==> src/rtl/proc_ctrl.sv <==
// proc_ctrl -- control unit for the simple 9-bit processor.
//
// Latches an instruction word {III,XXX,YYY} from DIN into an internal IR at
// the fetch edge, then walks through time slots T0..T3, driving the datapath
// enables for each slot. All outputs are combinational from (slot, IR, Run)
// and are held at 0 while Reset is asserted.
//
// Ports:
//   Clock   in   1  rising-edge clock
//   Reset   in   1  asynchronous, active-high reset
//   DIN     in   9  instruction word (immediate operand during mvi T1)
//   Run     in   1  start request, only looked at in T0
//   IRin    out  1  load IR from DIN
//   Rin     out  8  one-hot register load enables
//   Rout    out  8  one-hot register bus-drive enables
//   DINout  out  1  drive DIN onto the bus
//   Gout    out  1  drive G onto the bus
//   Ain     out  1  load A from the bus
//   Gin     out  1  load G from the ALU
//   AddSub  out  1  ALU op, 0 = add, 1 = subtract
//   Done    out  1  one-cycle pulse in the final slot of an instruction
module proc_ctrl (
    input  logic       Clock,
    input  logic       Reset,
    input  logic [8:0] DIN,
    input  logic       Run,
    output logic       IRin,
    output logic [7:0] Rin,
    output logic [7:0] Rout,
    output logic       DINout,
    output logic       Gout,
    output logic       Ain,
    output logic       Gin,
    output logic       AddSub,
    output logic       Done
);

    typedef enum logic [1:0] {
        T0 = 2'b00,
        T1 = 2'b01,
        T2 = 2'b10,
        T3 = 2'b11
    } slot_t;

    localparam logic [2:0] OP_MV  = 3'b000;
    localparam logic [2:0] OP_MVI = 3'b001;
    localparam logic [2:0] OP_ADD = 3'b010;
    localparam logic [2:0] OP_SUB = 3'b011;

    slot_t      slot;
    slot_t      next_slot;
    logic [8:0] ir;
    logic [2:0] opcode;
    logic [2:0] reg_x;
    logic [2:0] reg_y;

    logic       ir_load;
    logic [7:0] rin_c;
    logic [7:0] rout_c;
    logic       dinout_c;
    logic       gout_c;
    logic       ain_c;
    logic       gin_c;
    logic       addsub_c;
    logic       done_c;

    assign opcode = ir[8:6];
    assign reg_x  = ir[5:3];
    assign reg_y  = ir[2:0];

    // Same mapping as the datapath's register-enable decoder.
    function automatic logic [7:0] onehot(input logic [2:0] k);
        return 8'b1 << k;
    endfunction

    always_ff @(posedge Clock or posedge Reset) begin
        if (Reset) begin
            slot <= T0;
            ir   <= '0;
        end else begin
            if (ir_load) begin
                ir <= DIN;
            end
            slot <= next_slot;
        end
    end

    always_comb begin
        next_slot = slot;
        ir_load   = 1'b0;
        rin_c     = '0;
        rout_c    = '0;
        dinout_c  = 1'b0;
        gout_c    = 1'b0;
        ain_c     = 1'b0;
        gin_c     = 1'b0;
        addsub_c  = 1'b0;
        done_c    = 1'b0;
        case (slot)
            T0: begin
                ir_load = Run;
                if (Run) begin
                    next_slot = T1;
                end
            end
            T1: begin
                next_slot = T0;
                case (opcode)
                    OP_MV: begin
                        rout_c = onehot(reg_y);
                        rin_c  = onehot(reg_x);
                        done_c = 1'b1;
                    end
                    OP_MVI: begin
                        dinout_c = 1'b1;
                        rin_c    = onehot(reg_x);
                        done_c   = 1'b1;
                    end
                    OP_ADD, OP_SUB: begin
                        rout_c    = onehot(reg_x);
                        ain_c     = 1'b1;
                        next_slot = T2;
                    end
                    default: begin
                        done_c = 1'b1;
                    end
                endcase
            end
            T2: begin
                // Only add/sub reach T2; anything else falls back to T0.
                next_slot = T0;
                if (opcode == OP_ADD || opcode == OP_SUB) begin
                    rout_c    = onehot(reg_y);
                    gin_c     = 1'b1;
                    addsub_c  = (opcode == OP_SUB);
                    next_slot = T3;
                end
            end
            T3: begin
                next_slot = T0;
                if (opcode == OP_ADD || opcode == OP_SUB) begin
                    gout_c = 1'b1;
                    rin_c  = onehot(reg_x);
                    done_c = 1'b1;
                end
            end
        endcase
    end

    // Reset masks every output immediately, without waiting for an edge.
    assign IRin   = ir_load  & ~Reset;
    assign Rin    = Reset ? 8'h00 : rin_c;
    assign Rout   = Reset ? 8'h00 : rout_c;
    assign DINout = dinout_c & ~Reset;
    assign Gout   = gout_c   & ~Reset;
    assign Ain    = ain_c    & ~Reset;
    assign Gin    = gin_c    & ~Reset;
    assign AddSub = addsub_c & ~Reset;
    assign Done   = done_c   & ~Reset;

endmodule

==> config.mk <==
export PLATFORM = sky130hd
export DESIGN_NAME = proc_ctrl
export DESIGN_NICKNAME = d
export VERILOG_FILES = /design/src/rtl/proc_ctrl.sv
export SDC_FILE = /design/constraint.sdc
export NUM_CORES = 1
export LEC_CHECK = 0
export ABC_AREA = 0
export CAP_MARGIN = 20
export CORE_AREA = 2 2 59 47
export DETAILED_ROUTE_END_ITERATION = 10
export DIE_AREA = 0 0 61 49
export DONT_BUFFER_PORTS = 1
export HOLD_SLACK_MARGIN = 0.02
export PLACE_DENSITY = 0.57
export SLEW_MARGIN = 20
export SYNTH_ARGS = -nofsm -noshare
export SYNTH_HDL_FRONTEND = slang
export SYNTH_SLANG_ARGS = --single-unit
==> constraint.sdc <==
create_clock -name Clock -period 2.5 [get_ports Clock]
set_clock_uncertainty 0.15 [all_clocks]
set_input_delay 0.5 -clock Clock [delete_from_list [all_inputs] [get_ports Clock]]
set_output_delay 0.5 -clock Clock [all_outputs]
set_load 0.05 [all_outputs]
==> results of run 1 <==
worst min-delay path by stage:
stage / startpoint / end / slack (ns) / depth (start not counted)
after floorplan: Reset / ir[0] / 0.22 / 1
after global placement: Reset / slot[1] / 0.31 / 2
after detailed placement: Reset / ir[6] / 0.32 / 2
after CTS: Reset / ir[6] / 0.04 / 2
after global routing: Reset / ir[2] / 0.06 / 2
final: Reset / ir[6] / 0.04 / 2
critical path: cells and delay by family, from the launching register on:
| kind | cells | cell delay [ns] |
|---|---|---|
| compound gates | 1 | 0.20 |
| buf+inv | 2 | 0.28 |
| flops | 1 | 0.36 |
| simple gates | 2 | 0.43 |
| fa+ha+maj | 1 | 0.26 |
cells in the mapped netlist (all sizes together):
master,number
a211oi,1
a21oi,3
a22oi,1
and2,1
and2b,2
and3,4
buf,1
dfrtp,11
ha,5
inv,3
mux2,10
nand2,5
nand2b,4
nand3,2
nand3b,3
nand4,1
nand4b,1
nor2,13
nor2b,2
nor3b,1
o21ai,1
o31ai,1
o32ai,8
or2,1
per-layer routing:
layer  global-route usage  vias up  part of all wire
li1                     -      373                 -
met1                0.210      354              0.44
met2                0.251       20              0.50
met3               0.0265        4             0.040
met4               0.0543        0             0.011
met5                    0        -                 0
flip-flops by register name (all words and copies together), names as in the netlist:
name / count
ir: 9
slot: 2
power by group through the flow:
stage                     clock network [uW]  registers, uW  logic, uW
final                                    115            398        825
after CTS                                121            391        801
after global placement                     0            390        715
after detailed placement                   0            397        731
after floorplan                            0            344        607
after global routing                     130            414        899
metrics by stage:
stage	power [uW]	hold WS [ns]	setup TNS [ns]
5_1_grt	1440	0.0601	-0.215
4_1_cts	1310	0.0355	0
3_5_place_dp	1130	0.318	0
3_3_place_gp	1100	0.314	0
2_1_floorplan	951	0.218	-0.860
6_report	1340	0.0394	0
kinds of logic (layout without fill, tap and decap cells):
group | count (synthesis) | count (layout) | synth area share
flops | 11 | 11 | 0.335
mux | 10 | 10 | 0.137
buf+inv | 4 | 32 | 0.0274
fa+ha+maj | 5 | 5 | 0.0762
simple gates | 40 | 40 | 0.270
compound gates | 15 | 15 | 0.154
final cells by class:
class	instances	share of cell area
multi-input cells	70	0.514
repair buffers	25	0.190
flip-flops and latches	11	0.227
inverters	3	0.00930
well taps	36	0.0372
clock buffers	4	0.0217
timing repair:
item / 4_1_cts / 5_1_grt
setup endpoints to repair: 8 / 8
buffers inserted: 2 / 0
gates resized for setup: 13 / 4
pin swaps: 6 / 4
==> flow_summary_export.csv, run 1 <==
group,metric,value,unit
final_layout,fin_cells,149,
worst_setup_path,arrival,1.80,ns
power,clock_power_share,0.086,
worst_setup_path,endpoint_kind,"output pin",
worst_setup_path,cp_max_fo,6,
final_layout,fin_area,1210,um2
final_layout,multi_input_area,623,um2
worst_setup_path,startpoint_type,"flip-flop",
drt,viasPerCell,5.04,
logic_synthesis,synth_nets,102,
clocking,postCtsHoldBufs,0,
clocking,cts_buffers,3,
logic_synthesis,synth.yosys.warnings,0,
timing,worst_pin_slew,0.350,ns
floorplan,start_util,0.333,
clocking,clock-root-buffer,"clkbuf_4",
floorplan,die_area,2990,um2
power,worst_ir_drop_vdd,0.450,mV
grt,antenna_found_initial,0,
drt,routed_wl,2.07,mm
worst_setup_path,criticalPathCategory,"flip-flop to output pin",
logic_synthesis,synth_cell_types,27,
logic_synthesis,synthCells,85,
timing,finalHoldViolCount,0,
grt,grt_max_degree,12,
floorplan,ios,35,
final_layout,final_common_cell,"buf_4",
place,placed_cell_area,1100,um2
drt,vias,751,
grt,grt_first_pass_wirelength,3.57,mm
timing,rsz0062_at_grt,"true",
logic_synthesis,synth_top_area_cell,"dfrtp_1",
power,combPwrFrac,0.616,
timing,timing.fmax,0.408,GHz
clocking,clk_pin_slew,0.06,ns
place,placed_cells,143,
flow_run,cap_violations,0,
logic_synthesis,yosysTopAreaCellShare,0.335,
power,power.share.switching,0.488,
drt,initialDrtViolationCount,8,
final_layout,fin_nets,131,
worst_setup_path,slowest_delay,0.36,ns
place,dp_hpwl,1.68,mm
timing,final.period_utilization,0.979,
clocking,clk_latency,0.26,ns
timing,final-setup-viol-count,0,
timing,maxSlewHeadroom,0.767,
clocking,cts_tree,"yes",
worst_setup_path,cp-endpoint,"Rout[1]",
power,powerDensity,1110,nW/um2
status,status,"finished, final reports clean",
worst_setup_path,reg2reg_from,"slot[0]",
timing,min_period,2.45,ns
worst_setup_path,crit_start,"slot[1]",
clocking,h-tree-depth,1,
final_layout,antenna-diode-count,0,
grt,grt-ovfl-total,0,
final_layout,drive_above_1_share,0.531,
drt,first_pass_iters,4,
floorplan,die_width,61,um
drt,drc,0,
power,p_leak,0.000510,uW
clocking,cts.sinks,11,
logic_synthesis,synth.area.top_cells,"dfrtp_1, mux2_2, o32ai_1, ha_1, nor2_1",
logic_synthesis,synth_area_per_cell,9.66,um2
drt,route.antenna.remaining_nets,0,
worst_setup_path,critPathRequiredTime,1.85,ns
floorplan,die_h,49,um
floorplan,std_cell_rows,16,
place,gp_congestion,0.823,
floorplan,core,2460,um2
logic_synthesis,yosysSeqAreaShare,0.335,
place,numPortBuffers,0,
logic_synthesis,synth-seq-cells,11,
power,seqPwrFrac,0.298,
worst_setup_path,ff2ff_path_depth,5,
grt,grt_pass1_vias,769,
power,switchingPower,653,uW
worst_setup_path,timing.rr.end,"slot[0]",
grt,grt_usage,0.156,
final_layout,seqCellArea,275,um2
place,place_ws,0.138,ns
worst_setup_path,cp_slowest_cell,"dfrtp_1",
final_layout,final_util,0.492,
timing,worst_slack,0.0515,ns
drt,post_drt_wl_per_cell,13.9,um
timing,maxSlewViolCount,0,
logic_synthesis,syn-cell-area,821,um2
worst_setup_path,r2r_slack,1.02,ns
clocking,clockBufferDepth,2,
final_layout,fillers,246,
final_layout,syn_to_final_growth,47.6,%
power,intPower,685,uW
worst_setup_path,cp_cell_sequence,"inv_2, ha_4, nor2b_4, nand4b_1, o32ai_2, buf_6",
final_layout,layout_common_cells,"buf_4, nor2_1, dfrtp_1",
worst_hold_path,hp-class,"input pin to async pin",
Power figures use the tool's default switching activity.
==> run 2: changes to the inputs <==
Settings changed: REMOVE_ABC_BUFFERS set to 1.
==> flow_summary_export.csv, run 2 (synthesized netlist as in run 1, its figures left out) <==
group,metric,value,unit
worst_setup_path,r2r_slack,1.02,ns
drt,first_pass_iters,4,
worst_setup_path,cp_max_fo,6,
timing,final.period_utilization,0.994,
clocking,clk_pin_slew,0.06,ns
drt,vias,775,
clocking,clock-root-buffer,"clkbuf_4",
worst_setup_path,cp_slowest_cell,"dfrtp_1",
drt,viasPerCell,5.07,
clocking,postCtsHoldBufs,0,
worst_setup_path,endpoint_kind,"output pin",
grt,grt_pass1_vias,755,
floorplan,die_h,49,um
floorplan,die_area,2990,um2
place,dp_hpwl,1.71,mm
drt,routed_wl,2.25,mm
worst_setup_path,cp_top_family,"simple AND/OR/NAND/NOR gates",
grt,grt_max_degree,12,
place,place_ws,0.105,ns
worst_setup_path,reg2reg_from,"ir[7]",
timing,maxSlewViolCount,0,
worst_setup_path,cp_cell_sequence,"inv_2, ha_4, nor2b_4, nand4b_1, o32ai_2, buf_6",
clocking,clk_latency,0.26,ns
final_layout,largest_reg_flops,9,
power,p_leak,0.000529,uW
floorplan,core,2460,um2
final_layout,fin_nets,135,
power,worst_ir_drop_vdd,0.597,mV
drt,initialDrtViolationCount,25,
drt,route.antenna.remaining_nets,0,
grt,grt_usage,0.158,
timing,timing.fmax,0.402,GHz
floorplan,start_util,0.333,
final_layout,layout_common_cells,"buf_4, nor2_1, dfrtp_1",
worst_setup_path,timing.rr.end,"slot[1]",
worst_setup_path,arrival,1.84,ns
timing,rsz0062_at_grt,"true",
worst_setup_path,critPathRequiredTime,1.85,ns
status,status,"finished, final reports clean",
flow_run,cap_violations,0,
worst_setup_path,criticalPathCategory,"flip-flop to output pin",
grt,grt-ovfl-total,0,
worst_setup_path,worst-path-buf-inv,2,
clocking,h-tree-depth,1,
drt,drc,0,
floorplan,die_width,61,um
final_layout,antenna-diode-count,0,
timing,worst_slack,0.0143,ns
timing,min_period,2.49,ns
worst_setup_path,ff2ff_path_depth,3,
final_layout,regMostFlops,"ir",
worst_setup_path,slowest_delay,0.36,ns
worst_setup_path,startpoint_type,"flip-flop",
timing,final-setup-viol-count,0,
place,gp_congestion,0.758,
clocking,cts_buffers,3,
power,powerDensity,1130,nW/um2
timing,worst_pin_slew,0.383,ns
clocking,cts.sinks,11,
clocking,clockBufferDepth,2,
grt,grt_first_pass_wirelength,3.58,mm
drt,post_drt_wl_per_cell,14.7,um
final_layout,final_common_cell,"buf_4",
final_layout,syn_to_final_growth,51.2,%
place,placed_cells,143,
timing,maxSlewHeadroom,0.744,
final_layout,drive_above_1_share,0.547,
floorplan,ios,35,
grt,antenna_found_initial,0,
floorplan,std_cell_rows,16,
timing,finalHoldViolCount,0,
final_layout,top_regs,"ir: 9 flops, slot: 2 flops",
clocking,cts_tree,"yes",
place,numPortBuffers,0,
final_layout,fin_cells,153,
worst_hold_path,hp-class,"input pin to async pin",
[run 2: changes by cell type in the layout (fill, tap and decap cells not counted)]
cell / before / now
buf_4: 16 / 20
[run 2: repair_timing]
item / 4_1_cts / 5_1_grt
gates resized for setup: 11 / 6
setup buffers: 3 / 3
setup endpoints to repair: 8 / 8
pin swaps: 2 / 6
cloned: 0 / 0
[run 2: how the worst max path moves through the flow]
stage | end | from | depth (start not counted) | slack, ns
floorplan | Rout[6] | slot[0] | 5 | -0.43
global placement | Rout[6] | slot[1] | 6 | 0.16
detailed placement | Rout[1] | slot[1] | 6 | 0.11
CTS | Rout[1] | slot[1] | 6 | 0.001
global route | Rout[4] | slot[1] | 6 | -0.08
finish | Rout[4] | slot[1] | 6 | 0.01
[run 2: cell type report]
| cell class | count | area [um2] |
|---|---|---|
| Inverter | 3 | 11.3 |
| Clock buffer | 4 | 26.3 |
| Fill cell | 237 | 1220 |
| Timing Repair Buffer | 29 | 260 |
| Tap cell | 36 | 45.0 |
| Multi-Input combinational cell | 70 | 623 |
| Sequential cell | 11 | 275 |
[run 2: where the power goes]
part	internal (uW)	switching, uW	leakage, uW
registers	268	134	0.000131
logic	396	484	0.000383
clock network	61.6	53.5	0.0000150
total	726	672	0.000529
[run 2: per-layer routing]
metal / share of wire / global-route usage
met3: 0.017 / 0.0186
met5: 0 / 0
met2: 0.49 / 0.229
met1: 0.47 / 0.230
met4: 0.018 / 0.0725
[run 2: through the flow]
| stage | instance area [um2] | util | hold WS, ns | power [uW] | setup TNS, ns |
|---|---|---|---|---|---|
| floorplan | 810 | - | 0.218 | 893 | -3.23 |
| global placement | 1100 | 0.447 | 0.308 | 1110 | 0 |
| detailed placement | 1100 | 0.447 | 0.307 | 1130 | 0 |
| CTS | 1190 | 0.482 | 0.0234 | 1330 | 0 |
| global route | 1240 | 0.504 | 0.0432 | 1500 | -0.373 |
| finish | 1240 | 0.504 | 0.0412 | 1400 | 0 |
